$ cat src/rtl/stdp_pkg.sv
// stdp_pkg: shared widths, update magnitude, dt binning and update type for the STDP synapse
package stdp_pkg;
   localparam int WW_DEF    = 8;
   localparam int TW_DEF    = 4;
   localparam int A_MAX_DEF = 16;

   typedef enum logic [1:0] {UPD_NONE, UPD_LTP, UPD_LTD} upd_e;

   // Bins of four cycles each; magnitude halves per bin
   function automatic int unsigned dt_shift(input int unsigned dt);
      return (dt - 1) >> 2;
   endfunction
endpackage

$ cat src/rtl/stdp_spike_timer.sv
// stdp_spike_timer: seen flag plus saturating age counter tracking the last spike of one source
module stdp_spike_timer #(
   parameter int TW = 4
) (
   input  logic          clk,
   input  logic          rst_n,
   input  logic          spike,
   input  logic          consume,
   output logic          seen,
   output logic [TW-1:0] age
);
   localparam logic [TW-1:0] WINDOW = '1;

   logic          seen_q, seen_d;
   logic [TW-1:0] age_q, age_d;

   always_comb begin
      seen_d = spike ? 1'b1 : consume ? 1'b0 : (seen_q && age_q == WINDOW) ? 1'b0 : seen_q;
      age_d  = spike ? TW'(1) : (seen_q && !consume && age_q != WINDOW) ? age_q + 1'b1 : age_q;
   end

   always_ff @(posedge clk or negedge rst_n) begin
      if (!rst_n) begin
         seen_q <= 1'b0;
         age_q  <= '0;
      end else begin
         seen_q <= seen_d;
         age_q  <= age_d;
      end
   end

   assign seen = seen_q;
   assign age  = age_q;
endmodule

$ cat src/rtl/stdp_synapse.sv
// stdp_synapse: pair-based STDP learning synapse with saturating weight and weighted psc output
module stdp_synapse
   import stdp_pkg::*;
#(
   parameter int WW     = WW_DEF,
   parameter int TW     = TW_DEF,
   parameter int W_INIT = 32,
   parameter int W_MAX  = 255,
   parameter int W_MIN  = 0,
   parameter int A_MAX  = A_MAX_DEF
) (
   input  logic          clk,
   input  logic          rst_n,
   input  logic          pre_spike,
   input  logic          post_spike,
   input  logic          learn_en,
   output logic [WW-1:0] weight,
   output logic [TW-1:0] time_diff,
   output logic [WW-1:0] psc,
   output logic          update_w_flag
);
   localparam logic [WW:0]   WMAX_X = (WW+1)'(W_MAX);
   localparam logic [WW:0]   WMIN_X = (WW+1)'(W_MIN);
   localparam logic [WW-1:0] WMAX_W = WW'(W_MAX);
   localparam logic [WW-1:0] WMIN_W = WW'(W_MIN);

   logic          pre_seen, post_seen;
   logic [TW-1:0] pre_age, post_age;
   upd_e          upd;
   logic [TW-1:0] dt;
   logic [WW:0]   delta, sum;
   logic [WW-1:0] w_up, w_dn;

   logic [WW-1:0] weight_q, weight_d, psc_q, psc_d;
   logic [TW-1:0] time_diff_q, time_diff_d;
   logic          update_w_flag_q, update_w_flag_d;

   stdp_spike_timer #(.TW(TW)) u_pre (
      .clk     (clk),
      .rst_n   (rst_n),
      .spike   (pre_spike),
      .consume (upd == UPD_LTP),
      .seen    (pre_seen),
      .age     (pre_age)
   );

   stdp_spike_timer #(.TW(TW)) u_post (
      .clk     (clk),
      .rst_n   (rst_n),
      .spike   (post_spike),
      .consume (upd == UPD_LTD),
      .seen    (post_seen),
      .age     (post_age)
   );

   // Pairs are consumed even with learning disabled so stale pairs never apply later
   always_comb begin
      upd = (post_spike && !pre_spike && pre_seen) ? UPD_LTP :
            (pre_spike && !post_spike && post_seen) ? UPD_LTD : UPD_NONE;
      dt = (upd == UPD_LTP) ? pre_age : post_age;
      delta = (WW+1)'(A_MAX >> dt_shift(int'(dt)));
      sum = {1'b0, weight_q} + delta;
      w_up = (sum > WMAX_X) ? WMAX_W : sum[WW-1:0];
      w_dn = ({1'b0, weight_q} < WMIN_X + delta) ? WMIN_W : weight_q - delta[WW-1:0];
      update_w_flag_d = learn_en && upd != UPD_NONE;
      weight_d = !update_w_flag_d ? weight_q : (upd == UPD_LTP) ? w_up : w_dn;
      time_diff_d = update_w_flag_d ? dt : time_diff_q;
      psc_d = pre_spike ? weight_q : '0;
   end

   always_ff @(posedge clk or negedge rst_n) begin
      if (!rst_n) begin
         weight_q        <= WW'(W_INIT);
         psc_q           <= '0;
         time_diff_q     <= '0;
         update_w_flag_q <= 1'b0;
      end else begin
         weight_q        <= weight_d;
         psc_q           <= psc_d;
         time_diff_q     <= time_diff_d;
         update_w_flag_q <= update_w_flag_d;
      end
   end

   assign weight        = weight_q;
   assign psc           = psc_q;
   assign time_diff     = time_diff_q;
   assign update_w_flag = update_w_flag_q;
endmodule
$ cat config.mk
export PLATFORM = sky130hd
export DESIGN_NAME = stdp_synapse
export DESIGN_NICKNAME = d
export VERILOG_FILES = /design/src/rtl/stdp_pkg.sv /design/src/rtl/stdp_spike_timer.sv /design/src/rtl/stdp_synapse.sv
export SDC_FILE = /design/constraint.sdc
export NUM_CORES = 1
export LEC_CHECK = 0
export CAP_MARGIN = 20
export CORE_MARGIN = 8
export CORE_UTILIZATION = 25
export CTS_BUF_LIST = sky130_fd_sc_hd__clkbuf_4 sky130_fd_sc_hd__clkbuf_8
export DETAILED_ROUTE_END_ITERATION = 6
export DONT_BUFFER_PORTS = 1
export GPL_TIMING_DRIVEN = 0
export PLACE_DENSITY = 0.43
export SYNTH_ARGS = -nofsm -noshare
export SYNTH_HDL_FRONTEND = slang
export SYNTH_HIERARCHICAL = 1
export SYNTH_SLANG_ARGS = --single-unit
$ cat constraint.sdc
create_clock -name clk -period 3.3 [get_ports clk]
set_input_delay 0.495 -clock clk [delete_from_list [all_inputs] [get_ports clk]]
set_output_delay 0.495 -clock clk [all_outputs]
set_load 0.03 [all_outputs]
### Yosys cells after proc, flatten, opt, wreduce, memory -nomap -nowiden

Cells that the tools add are included.

* register bits: 31
* bits in latches: 0
* bits in writable memories: 0
* ROM bits: 0
* input port bits: 5
* output and inout port bits: 21
* logic and storage cells: 59
* memories kept: 0

* add/sub/neg operators: 5
* multiply operators: 0
* div/mod/pow operators: 0
* order comparisons: 2
* equality and inequality tests: 6
* shift operators: 1
* mux-type cells: 17
* bitwise logic cells: 0
* reduce and logical (&&, ||, !) cells: 20

Operator list (number)
* $mux 8: 4
* $shr 5x30->9 const A: 1
* $mux 4: 5
* $logic_and 1x1->1: 11
* $add 8x9->9: 1
* $gt 9x8->1 const B: 1
* $lt 8x9->1: 1
* $add 4x1->4 const B: 2
* $eq 4x4->1 const B: 2
* $ne 4x4->1 const B: 2
* $sub 8x8->8: 1
* $mux 1: 6
* $reduce_bool 2->1: 3
* $reduce_bool 3->1: 2
* $sub 4x1->5 const B: 1
* $logic_not 1->1: 4
* $mux 2: 2
* $eq 2x1->1 const B: 1
* $eq 2x2->1 const B: 1

### Longest topological paths before layout

Gate-level depths: netlist (run 1).

* depth in word-level cells: 13
* depth in mapped cells: 12
* depth with buffers taken out: 11

### By module

The synthesis (run 1) kept the hierarchy.

By module, submodules not included
* stdp_synapse: instances 1, cells each 179, area each 1564.0 µm², seq. area each 526.8 µm²
* stdp_spike_timer: instances 2, cells each 23, area each 254.0 µm², seq. area each 125.1 µm²

### Worst setup path before layout (run 1)

Ideal clock, no wire load.

* kind: input to register
* start: input port pre_spike
* end: register weight_q[2] (netlist: weight[2])
* library setup time: 0.122 ns
* data arrival time: 2.779 ns
* required time: 3.178 ns
* path slack: 0.399 ns
* stages on the path: 11
* buffers on the path: 0
* path through: nand3b_4 -> inv_2 -> and3_1 -> o21ai_0 -> inv_1 -> fa_1 -> nor3b_1 -> nor3_1 -> o31a_1 -> nand2_1 -> a32o_1

* longest elaborated chain between the ends: 12
* elaborated cells on any way between the ends: 20
* those cells by class: add/sub: 3; order compare: 2; eq/ne: 1; shift: 1; mux: 6; reduce/logical: 7

RTL lines
* start, declared: line stdp_synapse.sv:14 `input logic pre_spike,`
* $logic_and 1x1->1 or $logic_not 1->1 (tied branches): line stdp_synapse.sv:59, stdp_synapse.sv:58
* $logic_and 1x1->1 (on tied branches): line stdp_synapse.sv:59, stdp_synapse.sv:58
* $mux 2 or $logic_and 1x1->1 (tied branches): line stdp_synapse.sv:59, stdp_synapse.sv:58
* $mux 2 (*): line stdp_synapse.sv:58 `upd = (post_spike && !pre_spike && pre_seen) ? UPD_LTP :`
* $eq 2x1->1: line stdp_synapse.sv:60, stdp_synapse.sv:66
* $mux 4: line stdp_synapse.sv:60 `dt = (upd == UPD_LTP) ? pre_age : post_age;`
* $sub 4x1->5: line stdp_pkg.sv:11 `return (dt - 1) >> 2;`
* $shr 5x30->9: line stdp_synapse.sv:61 `delta = (WW+1)'(A_MAX >> dt_shift(int'(dt)));`
* $add 8x9->9: line stdp_synapse.sv:62 `sum = {1'b0, weight_q} + delta;`
* $gt 9x8->1: line stdp_synapse.sv:63 `w_up = (sum > WMAX_X) ? WMAX_W : sum[WW-1:0];`
* $mux 8: line stdp_synapse.sv:63
* $mux 8: line stdp_synapse.sv:66 `weight_d = !update_w_flag_d ? weight_q : (upd == UPD_LTP) ? w_up : w_dn;`
* end signal, assigned: line stdp_synapse.sv:73 `weight_q <= WW'(W_INIT);`
* end signal, assigned: line stdp_synapse.sv:78 `weight_q <= weight_d;`
* end, declared: line stdp_synapse.sv:34 `logic [WW-1:0] weight_q, weight_d, psc_q, psc_d;`

Mark *: on every way between the ends. The rest lies on a longest branch, timed or not.
A chain may end at the register's enable or synchronous reset.

### Final worst setup path (run 1)

* start: register u_pre.seen_q (netlist: u_pre/seen)
* end: register weight_q[3] (netlist: weight[3])

* longest elaborated chain between the ends: 10
* elaborated cells on any way between the ends: 15
* those cells by class: add/sub: 3; order compare: 2; eq/ne: 1; shift: 1; mux: 5; reduce/logical: 3

RTL lines
* start, declared: line stdp_spike_timer.sv:14 `logic seen_q, seen_d;`
* start signal, assigned: line stdp_spike_timer.sv:27 `seen_q <= seen_d;`
* $logic_and 1x1->1 (*): line stdp_synapse.sv:58
* $mux 2 (*): line stdp_synapse.sv:58
* $eq 2x1->1: line stdp_synapse.sv:60, stdp_synapse.sv:66
* $mux 4: line stdp_synapse.sv:60
* $sub 4x1->5: line stdp_pkg.sv:11
* $shr 5x30->9: line stdp_synapse.sv:61
* $add 8x9->9: line stdp_synapse.sv:62
* $gt 9x8->1: line stdp_synapse.sv:63
* $mux 8: line stdp_synapse.sv:63
* $mux 8: line stdp_synapse.sv:66

Marked as above.

==> impl_metrics.py, run 1 <==
metrics = {
    "run_status": {
        "status": "complete, no violations",
    },
    "power": {
        "ir_drop_mv": 0.160,
        "finalPower_mw": 1.79,
        "p_leak_nw": 1.00,
        "p_per_area_nw_per_um2": 769,
    },
    "synth": {
        "syn_area_um2": 2070,
        "ys.flop_type": "dfrtp_1",
        "async_flop_share_pct": 100,
        "synth_top_cell_by_area": "dfrtp_1",
        "synth_warnings": 6,
        "synth_seq_cells": 31,
        "synth_top_area_share_pct": 36.2,
        "syn_avg_cell_area_um2": 9.21,
        "synth_edf_count": 0,
        "syn_inst": 225,
        "yosys-top-cells-count": "dfrtp_1 (30), nand2_1 (20), nor2_1 (17), ha_1 (12), and2_1 (11)",
        "yosysMostFrequentCell": "dfrtp_1",
        "ys_seq_area_share_pct": 37.5,
        "synth.distinct_cells": 55,
        "yosys-top-cells-area": "dfrtp_1 (36%), ha_1 (7.2%), nand2_1 (3.6%), and2_1 (3.3%), nor2_1 (3.1%)",
    },
    "place": {
        "dp.cells": 331,
        "gp_congestion": 0.813,
        "dpl_cell_area_um2": 2210,
        "post-dp-hpwl_mm": 4.01,
        "io_buffers": 0,
        "post-place-ws_ps": -222,
    },
    "sta": {
        "worst_slew_pin_slew_ps": 564,
        "layout_worst_path_cycle_share_pct": 93.5,
        "setup_slack_ps": 213,
        "setup_viol": 0,
        "fin_crit_ps": 3090,
        "slew_violations": 0,
        "hold_ws_ps": 29.0,
        "hold_viol": 0,
        "grt_setup_unrepaired": "no",
        "clock_skew_ps": 11.3,
        "fmax_mhz": 324,
        "slew_headroom_pct": 62.4,
    },
    "route": {
        "dr_total_vias": 1663,
        "dr.pass1.iters": 4,
        "top_layer": "met4",
        "ant_nets": 0,
        "met3_wirelength_um": 345,
        "drc": 0,
        "vias_per_cell": 4.91,
        "m1WireLength_mm": 2.64,
        "wire_per_inst_um": 16.7,
        "dr.first_iter.drc_count": 76,
        "wl_met2_mm": 2.57,
        "wl_mm": 5.65,
    },
    "floorplanning": {
        "die_w_um": 107,
        "die_y_um": 107,
        "rows": 33,
        "start_util_pct": 25.5,
        "ioPinCount": 26,
        "core_um2": 8130,
        "fp.dieArea_um2": 11500,
    },
    "clock_tree": {
        "cts_root_buf": "clkbuf_8",
        "htree_levels": 2,
        "clock_path_buffers": 2,
        "cts_buffers": 5,
        "clkLatencyLatePin_ps": 290,
        "cts.sinks": 31,
        "path_clk_slew_ps": 80,
        "cts_tree": "done",
    },
    "worst_setup_path": {
        "startpoint_type": "flop",
        "path_cells": "nand3b_4 -> mux2i_4 -> xnor2_1 -> nor2_1 -> a22oi_1 -> ha_1 -> buf_2 -> nor3b_1 -> nor3_2 -> o31a_1 -> a311oi_1",
        "critical_path.top_delay_family": "compound AO/OA/AOI/OAI gates",
        "critPathArrivalTime_ps": 3260,
        "crit_fanout": 8,
        "path_class": "flop to flop",
        "critical_path_buf_inv_count": 1,
        "cp_slowest_stage_delay_ps": 420,
        "cp.required_ps": 3480,
        "slowest_stage": "dfrtp_1",
        "crit_path_end_kind": "flop",
    },
    "global_routing": {
        "antenna_found_initial": 0,
        "grt.overflow.total": 0,
        "grt_pass1_wl_mm": 9.18,
        "grt_pass1_vias": 1688,
        "grt_max_degree": 31,
        "grt_use_total_pct": 10.2,
    },
    "cells_and_area": {
        "fin_nets": 253,
        "area.sequential_um2": 777,
        "multi_input_area_um2": 1230,
        "antennaDiodeCount": 0,
        "drive_above_1_share_pct": 9.83,
        "fill_cells": 845,
        "final_cells": 339,
        "stdcell_area_um2": 2330,
        "syn2layout_area_growth_pct": 12.3,
    },
    "worst_hold_path": {
        "min_path_type": "input pin to asynchronous set/reset pin",
    },
    "run": {
        "cap_violations": 0,
    },
}
## per-stage QoR
stage               utilization [%]  TNS, ps
finish                         28.6        0
global route                   28.6        0
CTS                            28.5        0
detailed placement             27.1     -791
global placement               27.1     -974
floorplan                         -        0
## metal layers
metal | up-vias | global-route usage, %
met2 | 33 | 15.9
met5 | - | 0
met4 | 0 | 3.52
li1 | 819 | -
met3 | 7 | 3.12
met1 | 804 | 13.0
## cell type report
| cell class | instances | area share (%) |
|---|---|---|
| Buffer | 10 | 1.88 |
| Clock inverter | 1 | 0.215 |
| Tap cell | 105 | 5.65 |
| Sequential cell | 31 | 33.4 |
| Multi-Input combinational cell | 175 | 52.8 |
| Timing Repair Buffer | 1 | 0.861 |
| Clock buffer | 6 | 3.55 |
| Inverter | 10 | 1.61 |
## cells in the final DEF (no fill, tap or decap), types with 6 or more instances in the layout
master,Yosys,layout
nand2b_1,7,7
and2_1,11,11
clkbuf_8,0,6
a21oi_1,10,10
inv_1,8,8
nor2b_1,8,8
nor2_1,17,17
nand3_1,6,6
o21ai_0,7,6
ha_1,12,12
nand2_1,20,20
a31oi_1,7,7
dfrtp_1,30,30
## worst paths after layout
| check | from | to | slack (ps) | depth (start not counted) |
|---|---|---|---|---|
| worst max register to register | u_pre/seen$_DFFE_PN0P_ | weight[3]$_DFFE_PN0P_ | 210 | 11 |
| worst min-delay path | rst_n | weight[6]$_DFFE_PN0P_ | 30 | 1 |
| max in group asynchronous | rst_n | psc[0]$_DFF_PN0_ | 3090 | 1 |
| worst min register to register | u_pre/age[0]$_DFFE_PN0P_ | u_pre/age[3]$_DFFE_PN0P_ | 600 | 1 |
| min in group clk | post_spike | u_post/age[3]$_DFFE_PN0P_ | 270 | 1 |
| worst max-delay path | u_pre/seen$_DFFE_PN0P_ | weight[3]$_DFFE_PN0P_ | 210 | 11 |
## power by group
group	total [mW]	internal, mW	leakage, nW	switching, mW
clock network	0.317	0.164	0.0470	0.153
registers	0.762	0.477	0.381	0.284
logic	0.710	0.299	0.574	0.411
total	1.79	0.941	1.00	0.848
## cell families after synthesis
| kind of cell | Yosys count | synth area share [%] |
|---|---|---|
| AND/OR/NAND/NOR | 92 | 24.5 |
| AO/OA/AOI/OAI | 56 | 19.2 |
| flip-flops | 31 | 37.5 |
| buffers and inverters | 20 | 3.86 |
| adder cells (fa/ha/maj) | 14 | 9.18 |
| multiplexers | 6 | 3.50 |
| XOR/XNOR | 5 | 2.11 |
| other | 1 | 0.181 |
## state kept, by name (all words and copies together), names as in the netlist
name           flops
u_post/age         4
psc                8
u_pre/age          4
weight             8
time_diff          4
u_post/seen        1
u_pre/seen         1
update_w_flag      1
## timing repair
item | CTS | global route
hold buffers | 1 | 0
endpoints found under the hold margin | 30 | 0
setup buffers | 0 | 0
pin swaps | 0 | 0
endpoints found under the setup margin | 3 | 3
resized for setup | 2 | 2
Note: power is estimated with default switching activity, not from simulation.
==> run 2, diff against run 1 <==
CORE_ASPECT_RATIO = 0.5   (was not set)
==> run 2 against run 1 <==
Die area up 1.5%; total power up 1.6%; register-to-register slack about the same; first-iteration DRC count up 110%; global-route usage about the same; combinational power about the same; sequential cell count unchanged; clock skew down 6.0 ps; sequential share of layout area down 0.34 points; final cell count up 2.4%; clock-buffer cell count up 2; cell area up 1.0%; largest cell class unchanged.
==> impl_metrics.py, run 2 (synthesized netlist as in run 1, its figures left out) <==
metrics = {
    "worst_setup_path": {
        "crit_cells": 12,
        "critPathArrivalTime_ps": 3310,
        "path_class": "flop to flop",
        "crit_fanout": 8,
        "slowest_stage": "o31ai_1",
        "r2r_slack_ps": 220,
        "cp_slowest_stage_delay_ps": 520,
        "cp.required_ps": 3530,
        "rr_endpoint": "weight[7]$_DFFE_PN0P_",
        "critical_path.top_delay_family": "compound AO/OA/AOI/OAI gates",
        "path_cells": "nand3b_4 -> mux2i_4 -> xnor2_1 -> nor2_1 -> a22oi_1 -> ha_1 -> buf_2 -> inv_1 -> a221oi_1 -> o31ai_1 -> nor4b_1 -> o21a_1",
        "reg2reg_from": "u_pre/seen$_DFFE_PN0P_",
        "reg2reg_depth": 12,
        "critical_path_buf_inv_count": 2,
        "startpoint_type": "flop",
        "crit_path_end_kind": "flop",
    },
    "sta": {
        "setup_viol": 0,
        "tns_ps": 0,
        "layout_worst_path_cycle_share_pct": 93.3,
        "fin_crit_ps": 3080,
        "hold_viol": 0,
        "slew_headroom_pct": 60.3,
        "setup_slack_ps": 221,
        "grt_setup_unrepaired": "yes",
        "worst_slew_pin_slew_ps": 591,
        "fmax_mhz": 325,
        "hold_ws_ps": 36.6,
        "slew_violations": 0,
        "clock_skew_ps": 5.31,
    },
    "route": {
        "ant_nets": 0,
        "wire_per_inst_um": 16.1,
        "dr.first_iter.drc_count": 159,
        "dr_total_vias": 1725,
        "wl_mm": 5.58,
        "drc": 0,
        "dr.pass1.iters": 4,
        "vias_per_cell": 4.97,
    },
    "power": {
        "ir_drop_mv": 0.150,
        "p_int_uw": 973,
        "clock_power_share_pct": 19.2,
        "p_switching_uw": 844,
        "switching_share_pct": 46.5,
        "comb_power_share_pct": 39.0,
        "finalPower_mw": 1.82,
        "p_per_area_nw_per_um2": 773,
        "p_seq_share_pct": 41.9,
        "p_leak_nw": 1.01,
    },
    "cells_and_area": {
        "area.sequential_um2": 777,
        "final_util_pct": 29.3,
        "syn2layout_area_growth_pct": 13.4,
        "stdcell_area_um2": 2350,
        "drive_above_1_share_pct": 10.2,
        "mostFrequentLayoutCells": "dfrtp_1 (30), nand2_1 (20), nor2_1 (17)",
        "multi_input_area_um2": 1230,
        "layout_commonest_cell": "dfrtp_1",
        "antennaDiodeCount": 0,
        "final_cells": 347,
        "fin_nets": 253,
        "fill_cells": 859,
    },
    "place": {
        "dpl_cell_area_um2": 2220,
        "post-dp-hpwl_mm": 3.89,
        "gp_congestion": 0.849,
        "dp.cells": 338,
        "post-place-ws_ps": -166,
        "io_buffers": 0,
    },
    "clock_tree": {
        "clock_path_buffers": 2,
        "cts_root_buf": "clkbuf_8",
        "clkLatencyLatePin_ps": 290,
        "cts_buffers": 5,
        "cts_tree": "done",
        "htree_levels": 2,
        "post_cts_buffers": 0,
        "path_clk_slew_ps": 70,
        "cts.sinks": 31,
    },
    "global_routing": {
        "grt.overflow.total": 0,
        "grt_pass1_vias": 1735,
        "grt_use_total_pct": 10.2,
        "antenna_found_initial": 0,
        "grt_max_degree": 31,
        "grt_pass1_wl_mm": 9.22,
    },
    "worst_hold_path": {
        "min_path_type": "input pin to asynchronous set/reset pin",
    },
    "floorplanning": {
        "die_w_um": 145,
        "fp.dieArea_um2": 11600,
        "rows": 23,
        "ioPinCount": 26,
        "core_um2": 8030,
        "die_y_um": 80.4,
        "start_util_pct": 25.8,
    },
    "run_status": {
        "status": "complete, no violations",
    },
    "run": {
        "cap_violations": 0,
    },
}
-- run 2: cell types whose count changed in the layout (fill, tap and decap cells not counted), sizes merged --
cell,change
buf,-1
clkbuf,+3
clkinv,-1
-- run 2: power by group through the flow --
stage               clock network (mW)  logic (mW)  registers (mW)
finish                           0.348       0.708           0.761
global route                     0.384       0.798           0.781
CTS                              0.361       0.698           0.768
detailed placement                   0       0.673           0.776
global placement                     0       0.672           0.772
floorplan                            0       0.552           0.729
-- run 2: layout make-up --
type / instances / area share (%)
clock buffer: 8 / 4.42
multi-input combinational: 175 / 52.2
inverter: 10 / 1.60
sequential: 31 / 33.1
timing repair buffer: 1 / 0.852
buffer: 10 / 1.86
tap: 112 / 5.96
-- run 2: timing repair --
item / in CTS / in global routing
endpoints found under the setup margin: 2 / 3
endpoints found under the hold margin: 30 / 0
gates resized for setup: 1 / 3
hold buffers: 1 / 0
cloned: 0 / 0
-- run 2: worst max path at each step --
stage                           startpoint               endpoint  slack [ps]
finish              u_pre/seen$_DFFE_PN0P_  weight[7]$_DFFE_PN0P_         220
floorplan                        pre_spike  weight[2]$_DFFE_PN0P_         400
global placement                 pre_spike  weight[2]$_DFFE_PN0P_        -150
detailed placement               pre_spike  weight[2]$_DFFE_PN0P_        -170
CTS                 u_pre/seen$_DFFE_PN0P_  weight[2]$_DFFE_PN0P_         120
global route        u_pre/seen$_DFFE_PN0P_  weight[5]$_DFFE_PN1P_         -10
-- run 2: metal layers --
| metal | GRT usage (%) | wire length, um |
|---|---|---|
| met1 | 12.9 | 2740 |
| met4 | 5.36 | 173 |
| met5 | 0 | 0 |
| met2 | 15.9 | 2430 |
| met3 | 2.66 | 242 |
==> run 3, diff against run 2 <==
CORE_UTILIZATION = 55   (was 25)
PLACE_DENSITY = 0.75   (was 0.43)
==> run 3 against run 2 <==
Register-to-register slack improved by 20 ps; global-route usage increased by 6.3 points; sequential share of layout area increased by 1.6 points; sequential power about the same; combinational power decreased by 2%; non-clock buffer count unchanged; hold slack got worse by 7.7 ps; die area decreased by 48%; via count decreased by 0.87%.
==> impl_metrics.py, run 3 (synthesized netlist as in run 1, its figures left out) <==
metrics = {
    "run_status": {
        "status": "complete, no violations",
    },
    "floorplanning": {
        "core_um2": 3530,
        "fp.dieArea_um2": 6110,
        "rows": 15,
        "die_w_um": 103,
        "ioPinCount": 26,
        "die_y_um": 59.4,
        "start_util_pct": 58.7,
    },
    "cells_and_area": {
        "final_util_pct": 63.5,
        "syn2layout_area_growth_pct": 8.21,
        "fill_cells": 299,
        "antennaDiodeCount": 0,
        "mostFrequentLayoutCells": "dfrtp_1 (30), nand2_1 (20), nor2_1 (17)",
        "fin_nets": 253,
        "layout_commonest_cell": "dfrtp_1",
        "drive_above_1_share_pct": 9.01,
        "stdcell_area_um2": 2240,
    },
    "route": {
        "drc": 0,
        "dr.pass1.iters": 4,
        "ant_nets": 0,
        "dr_total_vias": 1710,
        "wl_mm": 4.76,
        "dr.first_iter.drc_count": 83,
        "vias_per_cell": 6.02,
        "wire_per_inst_um": 16.8,
    },
    "sta": {
        "slew_violations": 0,
        "setup_viol": 0,
        "worst_slew_pin_slew_ps": 539,
        "hold_viol": 0,
        "layout_worst_path_cycle_share_pct": 92.8,
        "slew_headroom_pct": 64.1,
        "tns_ps": 0,
        "fin_crit_ps": 3060,
        "clock_skew_ps": 4.21,
        "fmax_mhz": 326,
        "grt_setup_unrepaired": "no",
    },
    "place": {
        "gp_congestion": 0.905,
        "post-dp-hpwl_mm": 3.48,
        "dpl_cell_area_um2": 2140,
        "io_buffers": 0,
    },
    "global_routing": {
        "busiest_layer": "met2",
        "grt_util_met2_pct": 25.1,
        "grt_pass1_vias": 1613,
        "grt_pass1_wl_mm": 7.81,
        "use_met3_pct": 5.39,
        "grt.overflow.total": 0,
        "grt_max_degree": 31,
        "grt_util_met1_pct": 21.8,
        "antenna_found_initial": 0,
        "grt_use_total_pct": 16.5,
    },
    "power": {
        "p_leak_nw": 0.994,
        "ir_drop_mv": 0.237,
        "p_per_area_nw_per_um2": 771,
    },
    "worst_setup_path": {
        "slowest_stage": "dfrtp_1",
        "cp_slowest_stage_delay_ps": 410,
        "startpoint_type": "flop",
        "path_class": "flop to flop",
        "critPathArrivalTime_ps": 3270,
        "r2r_slack_ps": 240,
        "crit_path_end_kind": "flop",
        "cp.required_ps": 3510,
        "path_cells": "nand3b_4 -> mux2i_4 -> xnor2_1 -> or2_1 -> o22a_1 -> ha_1 -> clkbuf_1 -> o2111ai_1 -> and2_1 -> a211o_1 -> a32o_1",
        "crit_fanout": 8,
    },
    "worst_hold_path": {
        "min_path_type": "input pin to asynchronous set/reset pin",
    },
    "clock_tree": {
        "cts_root_buf": "clkbuf_8",
        "clkLatencyLatePin_ps": 280,
        "cts_tree": "done",
        "htree_levels": 2,
        "cts_buffers": 5,
        "path_clk_slew_ps": 60,
        "post_cts_buffers": 0,
        "cts.sinks": 31,
        "clock_path_buffers": 2,
    },
    "run": {
        "cap_violations": 0,
    },
}
## run 3: cell types whose count changed in the layout (fill, tap and decap cells not counted)
cell	delta
clkbuf_8	-2
o21ai_1	+1
o21ai_2	-1
## run 3: through the flow
step	hold WS (ps)	std cells	total power, mW	setup slack, ps
after CTS	30.2	284	1.73	154
after floorplan	199	226	1.28	399
final	29.0	284	1.73	237
after detailed placement	200	277	1.44	-124
after global routing	32.6	284	1.86	53.9
after global placement	200	277	1.41	-79.2
## run 3: cell type report
cell class,count,area (um2),share of cell area [%]
Buffer,10,43.8,1.95
Tap cell,51,63.8,2.85
Sequential cell,31,777,34.7
Multi-Input combinational cell,175,1220,54.6
Timing Repair Buffer,1,20.0,0.893
Inverter,10,37.5,1.67
Clock buffer,6,76.3,3.40
## run 3: final timing paths
path	from	endpoint	depth (start not counted)
max reg2reg	u_pre/seen$_DFFE_PN0P_	weight[5]$_DFFE_PN1P_	11
min in group clk	post_spike	u_post/age[3]$_DFFE_PN0P_	1
min	rst_n	weight[6]$_DFFE_PN0P_	1
min reg2reg	u_post/age[0]$_DFFE_PN0P_	u_post/age[3]$_DFFE_PN0P_	1
max	u_pre/seen$_DFFE_PN0P_	weight[5]$_DFFE_PN1P_	11
max in group asynchronous	rst_n	time_diff[2]$_DFFE_PN0P_	1
## run 3: report_power, final
part / internal, mW / switching, mW
combinational: 0.296 / 0.398
clock: 0.148 / 0.129
sequential: 0.478 / 0.280
## run 3: critical path: cells and delay by family, from the launching register on
family,cells,cell delay (ps)
and+or+nand+nor,3,650
AOI/OAI and AO/OA,4,910
adders and majority gates,1,270
DFF,1,410
muxes,1,360
xor gates and xnor gates,1,130
buffers and inverters,1,250
## run 3: routing by layer
| metal | vias to the layer above | part of all wire, % |
|---|---|---|
| li1 | 816 | - |
| met1 | 822 | 45 |
| met2 | 65 | 44 |
| met3 | 7 | 10 |
| met4 | 0 | 1.1 |
| met5 | - | 0 |
## run 3: repair_timing
action | CTS | global route
pin swaps | 0 | 0
setup endpoints to repair | 1 | 3
hold buffers | 1 | 0
hold endpoints to repair | 30 | 0
resized for setup | 1 | 2
